### config.mk
export PLATFORM = sky130hd
export DESIGN_NAME = huffman_enc_arbiter
export DESIGN_NICKNAME = d
export VERILOG_FILES = /design/src/rtl/huffman_enc_arbiter.sv
export SDC_FILE = /design/constraint.sdc
export NUM_CORES = 1
export LEC_CHECK = 0
export BUFFER_PORTS_ARGS = -buffer_cell sky130_fd_sc_hd__buf_2
export CAP_MARGIN = 20
export CORE_ASPECT_RATIO = 1.4
export CORE_UTILIZATION = 50
export CTS_CLUSTER_DIAMETER = 120
export DETAILED_ROUTE_END_ITERATION = 10
export HOLD_SLACK_MARGIN = 0.12
export PLACE_DENSITY = 0.8
export SETUP_SLACK_MARGIN = 0.1
export SLEW_MARGIN = 20
export SYNTH_ARGS = -nofsm -noshare
export SYNTH_HDL_FRONTEND = slang
export SYNTH_SLANG_ARGS = --single-unit
### constraint.sdc
create_clock -name clk -period 2.9 [get_ports clk]
set_input_delay 0.29 -clock clk [delete_from_list [all_inputs] [get_ports clk]]
set_output_delay 0.29 -clock clk [all_outputs]
set_load 0.02 [all_outputs]
### src/rtl/huffman_enc_arbiter.sv
// Round-robin arbiter sharing one Huffman encoder between two byte streams.
// A tag pipeline matched to the encoder latency routes each result word back to its channel.
module huffman_enc_arbiter #(
    parameter int unsigned ENC_LAT = 1,
    parameter int unsigned BURST   = 4
) (
    input  logic        clk,
    input  logic        rst,
    input  logic        ch0_valid,
    input  logic [7:0]  ch0_data,
    output logic        ch0_ready,
    input  logic        ch1_valid,
    input  logic [7:0]  ch1_data,
    output logic        ch1_ready,
    output logic        enc_enable,
    output logic [7:0]  enc_data_in,
    input  logic [15:0] enc_data_out,
    output logic        out_valid,
    output logic        out_ch,
    output logic [15:0] out_data,
    output logic        busy
);

    localparam int unsigned TAG_D     = ENC_LAT + 1;
    localparam logic [3:0]  BCNT_LAST = 4'(BURST - 1);

    typedef enum logic [1:0] {
        S_IDLE = 2'd0,
        S_GNT0 = 2'd1,
        S_GNT1 = 2'd2
    } state_t;

    state_t           r_state;
    state_t           w_state_nxt;
    state_t           w_oth_state;
    logic             r_rr_last;
    logic             w_rr_last_nxt;
    logic [3:0]       r_bcnt;
    logic [3:0]       w_bcnt_nxt;
    logic             w_gnt_ch;
    logic             w_own_valid;
    logic             w_oth_valid;
    logic             w_xfer;
    logic [7:0]       w_byte;
    logic [TAG_D-1:0] r_tag_v;
    logic [TAG_D-1:0] r_tag_ch;
    logic             r_enc_enable;
    logic [7:0]       r_enc_data_in;
    logic             r_out_valid;
    logic             r_out_ch;
    logic [15:0]      r_out_data;

    // View of the granted channel versus the other one
    assign w_gnt_ch    = (r_state == S_GNT1);
    assign w_own_valid = w_gnt_ch ? ch1_valid : ch0_valid;
    assign w_oth_valid = w_gnt_ch ? ch0_valid : ch1_valid;
    assign w_oth_state = w_gnt_ch ? S_GNT0 : S_GNT1;
    assign w_byte      = w_gnt_ch ? ch1_data : ch0_data;
    assign w_xfer      = (r_state != S_IDLE) && w_own_valid;

    always_comb begin
        w_state_nxt   = r_state;
        w_bcnt_nxt    = r_bcnt;
        w_rr_last_nxt = r_rr_last;
        case (r_state)
            S_IDLE: begin
                w_bcnt_nxt = '0;
                if (ch0_valid && ch1_valid) begin
                    w_state_nxt = r_rr_last ? S_GNT0 : S_GNT1;
                end else if (ch0_valid) begin
                    w_state_nxt = S_GNT0;
                end else if (ch1_valid) begin
                    w_state_nxt = S_GNT1;
                end
            end
            S_GNT0, S_GNT1: begin
                if (!w_own_valid) begin
                    w_bcnt_nxt  = '0;
                    w_state_nxt = w_oth_valid ? w_oth_state : S_IDLE;
                end else begin
                    w_rr_last_nxt = w_gnt_ch;
                    // Burst end only yields when the other side is waiting
                    if (r_bcnt == BCNT_LAST) begin
                        w_bcnt_nxt = '0;
                        if (w_oth_valid) begin
                            w_state_nxt = w_oth_state;
                        end
                    end else begin
                        w_bcnt_nxt = r_bcnt + 4'd1;
                    end
                end
            end
            default: begin
                w_state_nxt = S_IDLE;
                w_bcnt_nxt  = '0;
            end
        endcase
    end

    always_ff @(posedge clk) begin
        if (!rst) begin
            r_state   <= S_IDLE;
            r_rr_last <= 1'b1;
            r_bcnt    <= '0;
        end else begin
            r_state   <= w_state_nxt;
            r_rr_last <= w_rr_last_nxt;
            r_bcnt    <= w_bcnt_nxt;
        end
    end

    // Encoder drive, tag pipeline and result capture
    always_ff @(posedge clk) begin
        if (!rst) begin
            r_enc_enable  <= 1'b0;
            r_enc_data_in <= '0;
            r_tag_v       <= '0;
            r_tag_ch      <= '0;
            r_out_valid   <= 1'b0;
            r_out_ch      <= 1'b0;
            r_out_data    <= '0;
        end else begin
            r_enc_enable <= w_xfer;
            if (w_xfer) begin
                r_enc_data_in <= w_byte;
            end
            r_tag_v     <= {r_tag_v[TAG_D-2:0], w_xfer};
            r_tag_ch    <= {r_tag_ch[TAG_D-2:0], w_gnt_ch};
            r_out_valid <= r_tag_v[TAG_D-1];
            if (r_tag_v[TAG_D-1]) begin
                r_out_ch   <= r_tag_ch[TAG_D-1];
                r_out_data <= enc_data_out;
            end
        end
    end

    assign ch0_ready   = (r_state == S_GNT0);
    assign ch1_ready   = (r_state == S_GNT1);
    assign enc_enable  = r_enc_enable;
    assign enc_data_in = r_enc_data_in;
    assign out_valid   = r_out_valid;
    assign out_ch      = r_out_ch;
    assign out_data    = r_out_data;
    assign busy        = (r_state != S_IDLE) || (|r_tag_v);

endmodule

==> reports/metrics.csv <==
metric;value;unit
run status;finished, final reports clean;
prevailing post-synth register cell;dfxtp_1;
Area contributors post-synth;dfxtp_1, mux2i_1, nor2_1;
Synth Area in Compound Gates;8.26;%
post-CTS sizing;0;
Post-DP Area;1900;sq um
number of diodes;0;
FF/Latch Area;741;sq um
sequential share of the synthesized area;47.0;%
total CTS buffers;5;
routed len/inst;12.5;um
kind of cell adding the most delay to the critical path;simple AND/OR/NAND/NOR gates;
Critical Path AT;2.33;ns
CP Max Fanout;15;
RSZ-0062 raised after global routing;no;
Synth Area in Simple Gates;17.1;%
CTS max path bufs;2;
multiplexer area fraction after synthesis;17.3;%
total of max-cap violations;0;
Synth cell types;33;
Global Route Usage Sum;20.0;%
Initial Util;53.7;%
final hold violation count;0;
met3 routed WL;217;um
WL met2;1690;um
input/output buffers;65;
crit path launch type;register;
DR top layer;met4;
fin crit share;73.1;%
count leader, synth;dfxtp_1;
placed insts;250;
worst setup path class;reg2reg;
Metal-1 WL;1250;um
required time worst endpoint;3.11;ns
#FFs+latches synth;37;
clk_skew;0.00404;ns
min-delay worst type;in2reg;
final setup margin;0.780;ns
CTS sink cnt;37;
Fmax achieved;0.472;GHz
Buf/Inv on CP;1;
Max H-tree Level;2;
max incr delay on CP;0.59;ns
Yosys top cell area share;47.0;%
Setup Total Neg Slack;0;ns
area of the multi-input gates;764;sq um
dpl ws;0.813;ns
final net count;262;
GRT Residual Overflow;0;
EDFF count, synth;0;
post-CTS setup buffers;0;
Mapped Area;1580;sq um
Die Span Y;68.4;um
FILL cells;237;
CP endpoint kind;register;
layout cells sized above 1;36.7;%
pwr dens;841;nW/um^2
die width;49.4;um
CTS root buf;clkbuf_8;
Synth Area in XOR/XNOR;1.11;%
ANT nets after route;0;
area leader, netlist;dfxtp_1;
1st-pass router iterations;4;
Lkg Pwr;0.924;nW
io pins;66;
Final setup viols;0;
Worst VDD drop;0.000538;V
Worst slew margin;34.5;%
Max Slew Vio Count;0;
Worst-Margin Slew;0.980;ns
Avg Cell Area, Syn;10.2;sq um
total core area;2940;sq um
initial antenna violation count;0;
final WL;3230;um
hold_buf cts;0;
full die area;3380;sq um
std cell rows;23;
largest net degree at the start of global routing;20;
CTS clk-pin slew, worst paths;0.07;ns
asr flop ratio synth;0;%
syn nets;196;
Final HPWL DP;2450;um
Synth Instances;154;
vias in the first global route;1215;
Synth top cells by count;dfxtp_1, nor2_1, mux2i_1, a211oi_1, ha_1;
CTS tree;done;
fin cells;258;
gpl congestion;0.734;
CP max-delay cell;ha_1;
post-layout min period;2.12;ns
vias;1319;
drt via density;5.11;
Critical Path, Cell by Cell;inv_1, ha_1, or2_2, a211oi_2, or4_1, a21oi_1;
Worst-Skew Late Latency;0.29;ns
Synth warnings;0;
Synth Area in Adders;4.77;%
largest family of logic cells by synthesized area;multiplexers;
Area growth, synth to finish;28.2;%
drt first-iter violations;17;
first-pass GRT wire length;5020;um
fin area;2020;sq um
# DRC;0;
## path summary, 6_finish.rpt
kind | from | end | slack [ns] | cells past startpoint
max reg2reg | r_state[0]$_SDFFE_PN0P_ | r_state[1]$_SDFFE_PN0P_ | 0.78 | 6
min | rst | r_rr_last$_SDFFE_PN1P_ | 0.22 | 2
min reg2reg | r_tag_ch[0]$_SDFF_PN0_ | r_tag_ch[1]$_SDFF_PN0_ | 0.44 | 1
max | r_state[0]$_SDFFE_PN0P_ | r_state[1]$_SDFFE_PN0P_ | 0.78 | 6
## where the power goes
part           switching, W  internal (W)  leakage [nW]  total (W)
Clock              0.000169      0.000280        0.0585   0.000449
Combinational      0.000347      0.000245         0.565   0.000592
Sequential        0.0000608      0.000596         0.301   0.000656
## cells in the final DEF (no fill, tap or decap), types with 2 or more instances in the layout
cell type,instances
nand3_1,3
mux2i_1,25
dfxtp_1,37
a21oi_1,3
nor2_1,30
clkbuf_8,6
buf_2,65
inv_1,5
a211oi_1,8
ha_1,6
nand2b_1,2
and2_1,5
nand2_1,2
o21ai_0,3
## logic make-up (layout without fill, tap and decap cells)
kind of cell             after synthesis  in the layout
AO/OA/AOI/OAI                         18             18
multiplexers                          26             26
adder cells (fa/ha/maj)                6              6
AND/OR/NAND/NOR                       53             53
flip-flops                            37             37
buffers and inverters                 12             79
XOR/XNOR                               2              2
## per-layer routing
metal / global-route usage [%] / up-vias
met5: 0 / -
met4: 13.9 / 0
met3: 6.22 / 8
met2: 36.3 / 64
met1: 19.6 / 587
li1: - / 660
## per-stage QoR
stage | hold slack (ns) | power, W | util, %
floorplan | 0.362 | 0.00110 | -
global placement | 0.423 | 0.00123 | 64.8
detailed placement | 0.436 | 0.00126 | 64.8
CTS | 0.213 | 0.00171 | 68.8
global route | 0.231 | 0.00180 | 68.8
finish | 0.224 | 0.00170 | 68.8
## registers in the layout, summed over array words and instances, names as in the netlist
signal / flops
out_ch: 1
r_tag_v: 2
enc_data_in: 8
out_valid: 1
r_tag_ch: 2
out_data: 16
r_state: 2
r_bcnt: 4
r_rr_last: 1
## final cells by class
type	count	share of cell area (%)
Inverter	5	0.929
Tap cell	37	2.29
Clock inverter	1	1.49
Timing Repair Buffer	66	16.5
Sequential cell	37	36.7
Clock buffer	7	4.28
Multi-Input combinational cell	105	37.9
## worst register-to-register path: cells and delay by family (launching register included)
family,cells,cell delay [ns]
DFF,1,0.33
adders and majority gates,1,0.59
buffers and inverters,1,0.11
and+or+nand+nor,2,0.75
AOI/OAI and AO/OA,2,0.25
No activity file was read; power rests on OpenSTA's default activity.
